===== config.mk =====
export PLATFORM = sky130hd
export DESIGN_NAME = norm_seq
export DESIGN_NICKNAME = d
export VERILOG_FILES = /design/src/rtl/norm_seq.sv
export SDC_FILE = /design/constraint.sdc
export NUM_CORES = 1
export LEC_CHECK = 0
export CORE_ASPECT_RATIO = 1.1
export CORE_MARGIN = 3
export CORE_UTILIZATION = 38
export CTS_BUF_LIST = sky130_fd_sc_hd__clkbuf_4 sky130_fd_sc_hd__clkbuf_8
export DETAILED_ROUTE_END_ITERATION = 8
export GPL_TIMING_DRIVEN = 0
export PLACE_DENSITY_LB_ADDON = 0.15
export SLEW_MARGIN = 20
export SYNTH_ARGS = -nofsm -noshare
export SYNTH_HDL_FRONTEND = slang
export SYNTH_SLANG_ARGS = --single-unit
export TNS_END_PERCENT = 100

===== constraint.sdc =====
create_clock -name clk -period 1.8 [get_ports clk]
set_clock_uncertainty 0.1 [all_clocks]
set_input_delay 0.36 -clock clk [delete_from_list [all_inputs] [get_ports clk]]
set_output_delay 0.36 -clock clk [all_outputs]
set_load 0.05 [all_outputs]

===== src/rtl/norm_seq.sv =====
// norm_seq: sequencer for the column normalization array.
// Accepts a frame of N = col*pr psum words, writes each one into the array,
// waits div_wait cycles for the divides to settle, then reads N results back
// and returns them downstream through a one-entry output register.
//
// Handshake rule (upstream and downstream alike): a word moves in the cycle
// where valid and ready are both high at the rising clock edge; valid, once
// raised, is held with stable data until that happens, and ready may depend
// combinationally on the current state but never on the other side's valid.
module norm_seq #(
    parameter int pr       = 8,
    parameter int bw       = 4,
    parameter int psum_bw  = 2*bw+4,
    parameter int col      = 8,
    parameter int div_wait = 4
) (
    input  logic                   clk,
    input  logic                   reset,
    input  logic                   start,
    input  logic                   in_valid,
    output logic                   in_ready,
    input  logic [psum_bw-1:0]     in_data,
    output logic                   norm_wr,
    output logic [psum_bw-1:0]     norm_wdata,
    output logic                   norm_rd,
    input  logic [2*psum_bw-1:0]   norm_rdata,
    output logic                   out_valid,
    input  logic                   out_ready,
    output logic [2*psum_bw-1:0]   out_data,
    output logic                   busy,
    output logic                   done,
    output logic [2:0]             dbg_state_o
);

    localparam int N  = col*pr;
    localparam int CW = $clog2(N+1);

    localparam logic [CW-1:0] CNT_LAST  = CW'(N-1);
    localparam logic [3:0]    WAIT_LAST = 4'(div_wait-1);

    localparam logic [2:0] S_IDLE   = 3'd0;
    localparam logic [2:0] S_WRITE  = 3'd1;
    localparam logic [2:0] S_SETTLE = 3'd2;
    localparam logic [2:0] S_READ   = 3'd3;
    localparam logic [2:0] S_DRAIN  = 3'd4;

    logic [2:0]             state_q, state_d;
    logic [CW-1:0]          cnt_q, cnt_d;
    logic [3:0]             wcnt_q, wcnt_d;
    logic                   out_valid_q, out_valid_d;
    logic [2*psum_bw-1:0]   out_data_q, out_data_d;
    logic                   done_q, done_d;

    // Next-state logic, counters and array strobes for each phase of a frame.
    always_comb begin
        state_d    = state_q;
        cnt_d      = cnt_q;
        wcnt_d     = wcnt_q;
        done_d     = 1'b0;
        in_ready   = 1'b0;
        norm_wr    = 1'b0;
        norm_wdata = '0;
        norm_rd    = 1'b0;
        case (state_q)
            S_IDLE: begin
                // The done cycle itself ignores start, so frames are spaced
                // by at least one idle cycle after the done pulse.
                if (start && !done_q) begin
                    state_d = S_WRITE;
                    cnt_d   = '0;
                end
            end
            S_WRITE: begin
                in_ready   = 1'b1;
                norm_wr    = in_valid;
                norm_wdata = in_data;
                if (in_valid) begin
                    if (cnt_q == CNT_LAST) begin
                        state_d = S_SETTLE;
                        cnt_d   = '0;
                        wcnt_d  = '0;
                    end else begin
                        cnt_d = cnt_q + 1'b1;
                    end
                end
            end
            S_SETTLE: begin
                wcnt_d = wcnt_q + 4'd1;
                if (wcnt_q == WAIT_LAST) begin
                    state_d = S_READ;
                end
            end
            S_READ: begin
                // Only read when the output register is free or emptying now.
                norm_rd = !out_valid_q || out_ready;
                if (norm_rd) begin
                    cnt_d = cnt_q + 1'b1;
                    if (cnt_q == CNT_LAST) begin
                        state_d = S_DRAIN;
                    end
                end
            end
            S_DRAIN: begin
                if (!out_valid_q || out_ready) begin
                    state_d = S_IDLE;
                    done_d  = 1'b1;
                end
            end
            default: begin
                state_d = S_IDLE;
            end
        endcase
    end

    // Output register: load on each array read, otherwise drain on out_ready.
    always_comb begin
        out_valid_d = out_valid_q;
        out_data_d  = out_data_q;
        if (norm_rd) begin
            out_valid_d = 1'b1;
            out_data_d  = norm_rdata;
        end else if (out_ready) begin
            out_valid_d = 1'b0;
        end
    end

    // State and datapath flops, cleared asynchronously by reset.
    always_ff @(posedge clk or posedge reset) begin
        if (reset) begin
            state_q     <= S_IDLE;
            cnt_q       <= '0;
            wcnt_q      <= '0;
            out_valid_q <= 1'b0;
            out_data_q  <= '0;
            done_q      <= 1'b0;
        end else begin
            state_q     <= state_d;
            cnt_q       <= cnt_d;
            wcnt_q      <= wcnt_d;
            out_valid_q <= out_valid_d;
            out_data_q  <= out_data_d;
            done_q      <= done_d;
        end
    end

    assign out_valid   = out_valid_q;
    assign out_data    = out_data_q;
    assign busy        = (state_q != S_IDLE);
    assign done        = done_q;
    assign dbg_state_o = state_q;

endmodule

Word-level counts from Yosys, hierarchy flattened

Cells that the tools add are included.

Register bits after elaboration: 40
Output and inout port bits: 45
Logic and storage cells: 57
Input port bits: 41

Equal/unequal tests: 13
Mux-type cells: 24
Add/subtract/negate cells: 2
Reductions and logical operators: 12

Operators with widths:

| cell                                                             | count |
|---|---|
| 7-bit 2-to-1 mux                                                 | 4 |
| 3-bit 2-to-1 mux                                                 | 7 |
| 7-bit one-hot mux with 3 select lines                            | 1 |
| 3-bit one-hot mux with 5 select lines                            | 1 |
| 2-bit inequality test (second input constant)                    | 7 |
| 12-bit 2-to-1 mux                                                | 1 |
| 4-bit 2-to-1 mux                                                 | 2 |
| 4-bit one-hot mux with 2 select lines                            | 1 |
| 7-bit by 1-bit adder with 7-bit output (second input constant)   | 1 |
| 7-bit by 6-bit == test with 1-bit output (second input constant) | 1 |
| 1-bit 2-to-1 mux                                                 | 7 |
| 7-bit AND reduction                                              | 1 |
| 3-bit by 2-bit == test with 1-bit output (second input constant) | 2 |
| 3-bit nonzero test                                               | 2 |
| 4-bit by 1-bit adder with 4-bit output (second input constant)   | 1 |
| 4-bit by 2-bit == test with 1-bit output (second input constant) | 1 |
| 4-bit AND reduction                                              | 1 |
| 2-bit nonzero test                                               | 2 |
| 3-bit by 1-bit == test with 1-bit output (second input constant) | 1 |
| 3-bit == test (second input constant)                            | 1 |
| 3-bit logical NOT                                                | 1 |
| 3-bit AND reduction                                              | 1 |
| 1-bit logical NOT                                                | 2 |
| 1-bit logical AND                                                | 1 |
| 1-bit logical OR                                                 | 1 |

Depth between registers and ports, before layout

Word-level depth: 4
Mapped depth: 6
Gate-level depth less buffers: 5

Worst setup path after synthesis

Ideal clock, no wire load.

Path type: flip-flop to flip-flop
Start point: reg state_q[2], in the netlist dbg_state_o[2]
End point: reg out_data_q[1], in the netlist out_data[1]
Clock period less this slack: 2297 ps
Buffers on the path: 2
Setup time: 125 ps
Stages on the path, launching flop included: 7
Setup slack: -497 ps
Arrival: 2072 ps
Data required time: 1575 ps
Cell sequence: dfrtp_1 > buf_2 > nor2b_1 > nand2_1 > nor2_2 > buf_4 > mux2_2

Word-level cells in the longest chain between the ends: 2

RTL lines:

| item                                     | line | text |
|---|---|---|
| start, declared                          | 47   | `logic [2:0] state_q, state_d;` |
| start signal, assigned                   | 137  | `state_q <= state_d;` |
| 3-bit by 2-bit == test with 1-bit output | 64   | `case (state_q)` |
| 1-bit 2-to-1 mux                         | 64   |  |
| via norm_rd                              | 25   | `output logic norm_rd,` |
| end signal, assigned                     | 141  | `out_data_q <= out_data_d;` |
| end, declared                            | 51   | `logic [2*psum_bw-1:0] out_data_q, out_data_d;` |

The timed path passes the listed nets, and every way through them passes these cells.
A chain may end at the register's enable or synchronous reset.

Worst setup path in the final report

Start point: reg state_q[2], in the netlist dbg_state_o[2]
End point: out norm_rd

Word-level cells in the longest chain between the ends: 2

RTL lines:

| item                                     | line |
|---|---|
| 3-bit by 2-bit == test with 1-bit output | 64 |
| 1-bit 2-to-1 mux                         | 64 |
| end, declared                            | 25 |

Every way passes these cells.

==> metrics.md <==
| Metric | Value |
|---|---|
| All-Layer GR Usage | 17.9% |
| DRT antenna net count | 0 |
| TritonCTS clock tree | yes |
| Crit path max fanout | 7 |
| Worst Setup Start Kind | register |
| Core box area | 4720 um2 |
| Pre-antenna DRT Iters | 4 |
| Number of flops mapped to enable cells by yosys | 0 |
| Top delay family on crit path | simple AND/OR/NAND/NOR gates |
| Yosys top cell by area | dfrtp_1 |
| Synthesized Nets | 205 |
| Largest net degree at the start of global routing | 23 |
| Root Driver | clkbuf_8 |
| Top cell type's share of synthesized area | 53.3% |
| WP data arrival | 1.48 ns |
| GRT overflow | 0 |
| H-tree depth | 2 |
| Synth Warn # | 0 |
| Ys flop type | dfrtp_1 |
| CP most frequent cell | buf_12 |
| Worst r2r src | dbg_state_o[0] |
| Final WS setup | -0.143 ns |
| Vias in the first global route | 1672 |
| Sink Count | 40 |
| Crit end category | output pin |
| Post-layout min period | roughly 1.9 ns |
| Worst Path Buf+Inv | 2 |
| First-pass GRT wire length | ~8200 um |
| Worst endpoint required time | about 1.3 ns |
| Synth cell types | 34 |
| CP max stage cell | dfrtp_2 |
| Largest buffer count on any clock path | 2 |
| Largest cells by area after synthesis | dfrtp_1 (53%), mux2_2 (15%), and3_1 (4.3%) |
| Multi-input gate area | 1090 um2 |
| Syn_area_per_cell | around 12 um2 |
| Share of cells above drive strength 1 | 44.5% |
| Die width | 73.0 um |
| Number of buffers created by CTS | 5 |
| Fmax | 515 MHz |
| CP Cell Sequence | nor2b_4 > nand2_2 > nor2_4 > buf_12 > buf_12 |
| Hold WS | between 0.2 and 0.3 ns |
| Die Y | between 70 and 80 um |
| Max Slew Vio Count | 0 |
| CP peak stage delay | 0.45 ns |
| Outcome | complete, but fails checks |
| Static leakage power | 1.59 nW |
| Slew headroom | ~66% |
| Critical Path Start | dbg_state_o[2] |
| DRC | 0 |
| Max-cap check violation count | 0 |
| Fin crit share | 108% |
| Total die area | 5820 um2 |
| Post-synthesis sequential area ratio | 53.3% |
| Final WL | about 5300 um |
| Synthesized instance count | roughly 160 |
| Routability cong. | 0.796 |
| PortBufs | 85 |
| Worst hold path class | in -> async |
| Clock slew at reported path FFs | 0.08 ns |
| DR iter-0 viols | between 70 and 80 |
| Fin. Hold Viols | 0 |
| #FFs+latches synth | 40 |
| Failing checks | negative setup slack |
| RSZ-0062 raised after global routing | true |
| # setup viols final | 23 |
| Total area of sequential cells | 1010 um2 |
| CP Class | reg -> out |
| Per-cell routed wire length | 16.1 um |
| Detailed Place HPWL | 3430 um |
| Asr flop ratio synth | 100% |
| I/O pins | 86 |
| PwrDens | a little under 900 nW/um2 |
| Setup TNS | -2.15 ns |
| Antenna Cells | 0 |
| Skew-Pair Late Insertion Delay | 0.29 ns |
| Avg Vias per Cell | 5.24 |
| Most frequent cell after synthesis | dfrtp_1 |
| Vias after detailed routing | approximately 1700 |
| Slew @ Worst Pin | 0.514 ns |
| Peak supply drop | around 0.54 mV |
| Filler instances | approximately 310 |
| Starting density of the core | 39.8% |
| Initial antenna violation count | 0 |
| Area grow syn2layout | 88.2% |
| Total Nets Final | 316 |
| Top cells by count, synth | dfrtp_1 (40), mux2_2 (25), and3_1 (13), a21oi_1 (11) |
| Std-Cell Rows | 26 |
| Synth Cell Area | 1880 um2 |
==> worst reg2reg max path, stage by stage (launching register included) <==
cell and delay, ns:
dfrtp_2 0.44, or3b_4 0.37, a31o_4 0.27, clkbuf_16 0.16, o31ai_1 0.36, a21oi_2 0.10
==> area by class of cell <==
class	count	area share, %
Buffer	8	3.05
Clock buffer	6	2.34
Inverter	4	0.531
Multi-Input combinational cell	109	31.0
Clock inverter	2	0.283
Timing Repair Buffer	105	32.3
Sequential cell	40	28.5
Tap cell	56	1.98
==> cells by family (layout without fill, tap and decap cells) <==
| logic type | Yosys count | count (layout) | synth area share (%) |
|---|---|---|---|
| simple gates | 54 | 54 | 16.7 |
| flops | 40 | 40 | 53.3 |
| compound gates | 28 | 28 | 10.5 |
| mux | 25 | 25 | 15.0 |
| buf+inv | 13 | 125 | 3.20 |
| fa+ha+maj | 2 | 2 | 1.33 |
==> what timing repair did <==
| action | in CTS | in global routing |
|---|---|---|
| pin swaps | 9 | 8 |
| endpoints found under the setup margin | 72 | 48 |
| resized for setup | 175 | 41 |
| cloned | 1 | 2 |
| setup buffers | 8 | 10 |
| hold buffers | 0 | 0 |
==> layout by cell type, fill, tap and decap left out, types with 2 or more instances in the layout <==
| master | instances |
|---|---|
| a21oi_2 | 7 |
| clkbuf_8 | 8 |
| nor3_1 | 3 |
| a21oi_1 | 4 |
| o2bb2ai_1 | 2 |
| mux2_4 | 23 |
| mux2_2 | 2 |
| dfrtp_1 | 35 |
| o31ai_1 | 3 |
| or2_4 | 2 |
| nand2_1 | 5 |
| o31ai_2 | 2 |
| or4_1 | 3 |
| clkinv_2 | 2 |
| dfrtp_2 | 5 |
| or3b_4 | 2 |
| and3_1 | 4 |
| buf_4 | 13 |
| buf_12 | 6 |
| and3_4 | 9 |
| dlygate4sd2_1 | 28 |
| or4_4 | 2 |
| inv_1 | 2 |
| buf_6 | 6 |
| dlymetal6s2s_1 | 2 |
| nand3_1 | 3 |
| clkdlybuf4s50_1 | 38 |
| clkbuf_16 | 2 |
| nor2_1 | 6 |
| nand2b_1 | 4 |
| buf_8 | 13 |
==> where the power goes <==
part           internal (mW)  switching (mW)
Combinational          0.595           0.661
Sequential              1.09           0.172
Clock                  0.306           0.310
==> state kept, by name (all words and copies together), names as in the netlist <==
| register | flops |
|---|---|
| dbg_state_o | 3 |
| wcnt_q | 4 |
| out_data | 24 |
| done | 1 |
| cnt_q | 7 |
| out_valid | 1 |
==> through the flow <==
stage	utilization, %	total power, mW	instances	area (um2)	setup slack, ns
after floorplan	-	1.95	162	2040	-0.109
after global placement	62.8	2.30	303	2960	-0.843
after detailed placement	63.3	2.33	304	2990	-0.842
after CTS	69.7	2.97	321	3290	-0.230
after global routing	74.9	3.29	330	3530	-0.202
final	74.9	3.13	330	3530	-0.143
==> layer usage <==
layer	part of all wire [%]	up-vias	GRT usage, %
li1	-	813	-
met1	41	830	23.2
met2	49	77	29.1
met3	9.2	8	5.79
met4	1.1	0	3.87
met5	0	-	0
==> final timing paths <==
kind / to / slack [ns] / depth (start not counted)
setup / recovery: norm_rd / -0.14 / 5
hold / removal: out_data[5] / 0.29 / 2
setup reg to reg: cnt_q[2] / -0.11 / 5
hold reg to reg: out_data[19] / 0.40 / 1
max in group asynchronous: dbg_state_o[2] / 0.85 / 3
min in group clk: dbg_state_o[1] / 0.33 / 3
Power figures use the tool's default switching activity.
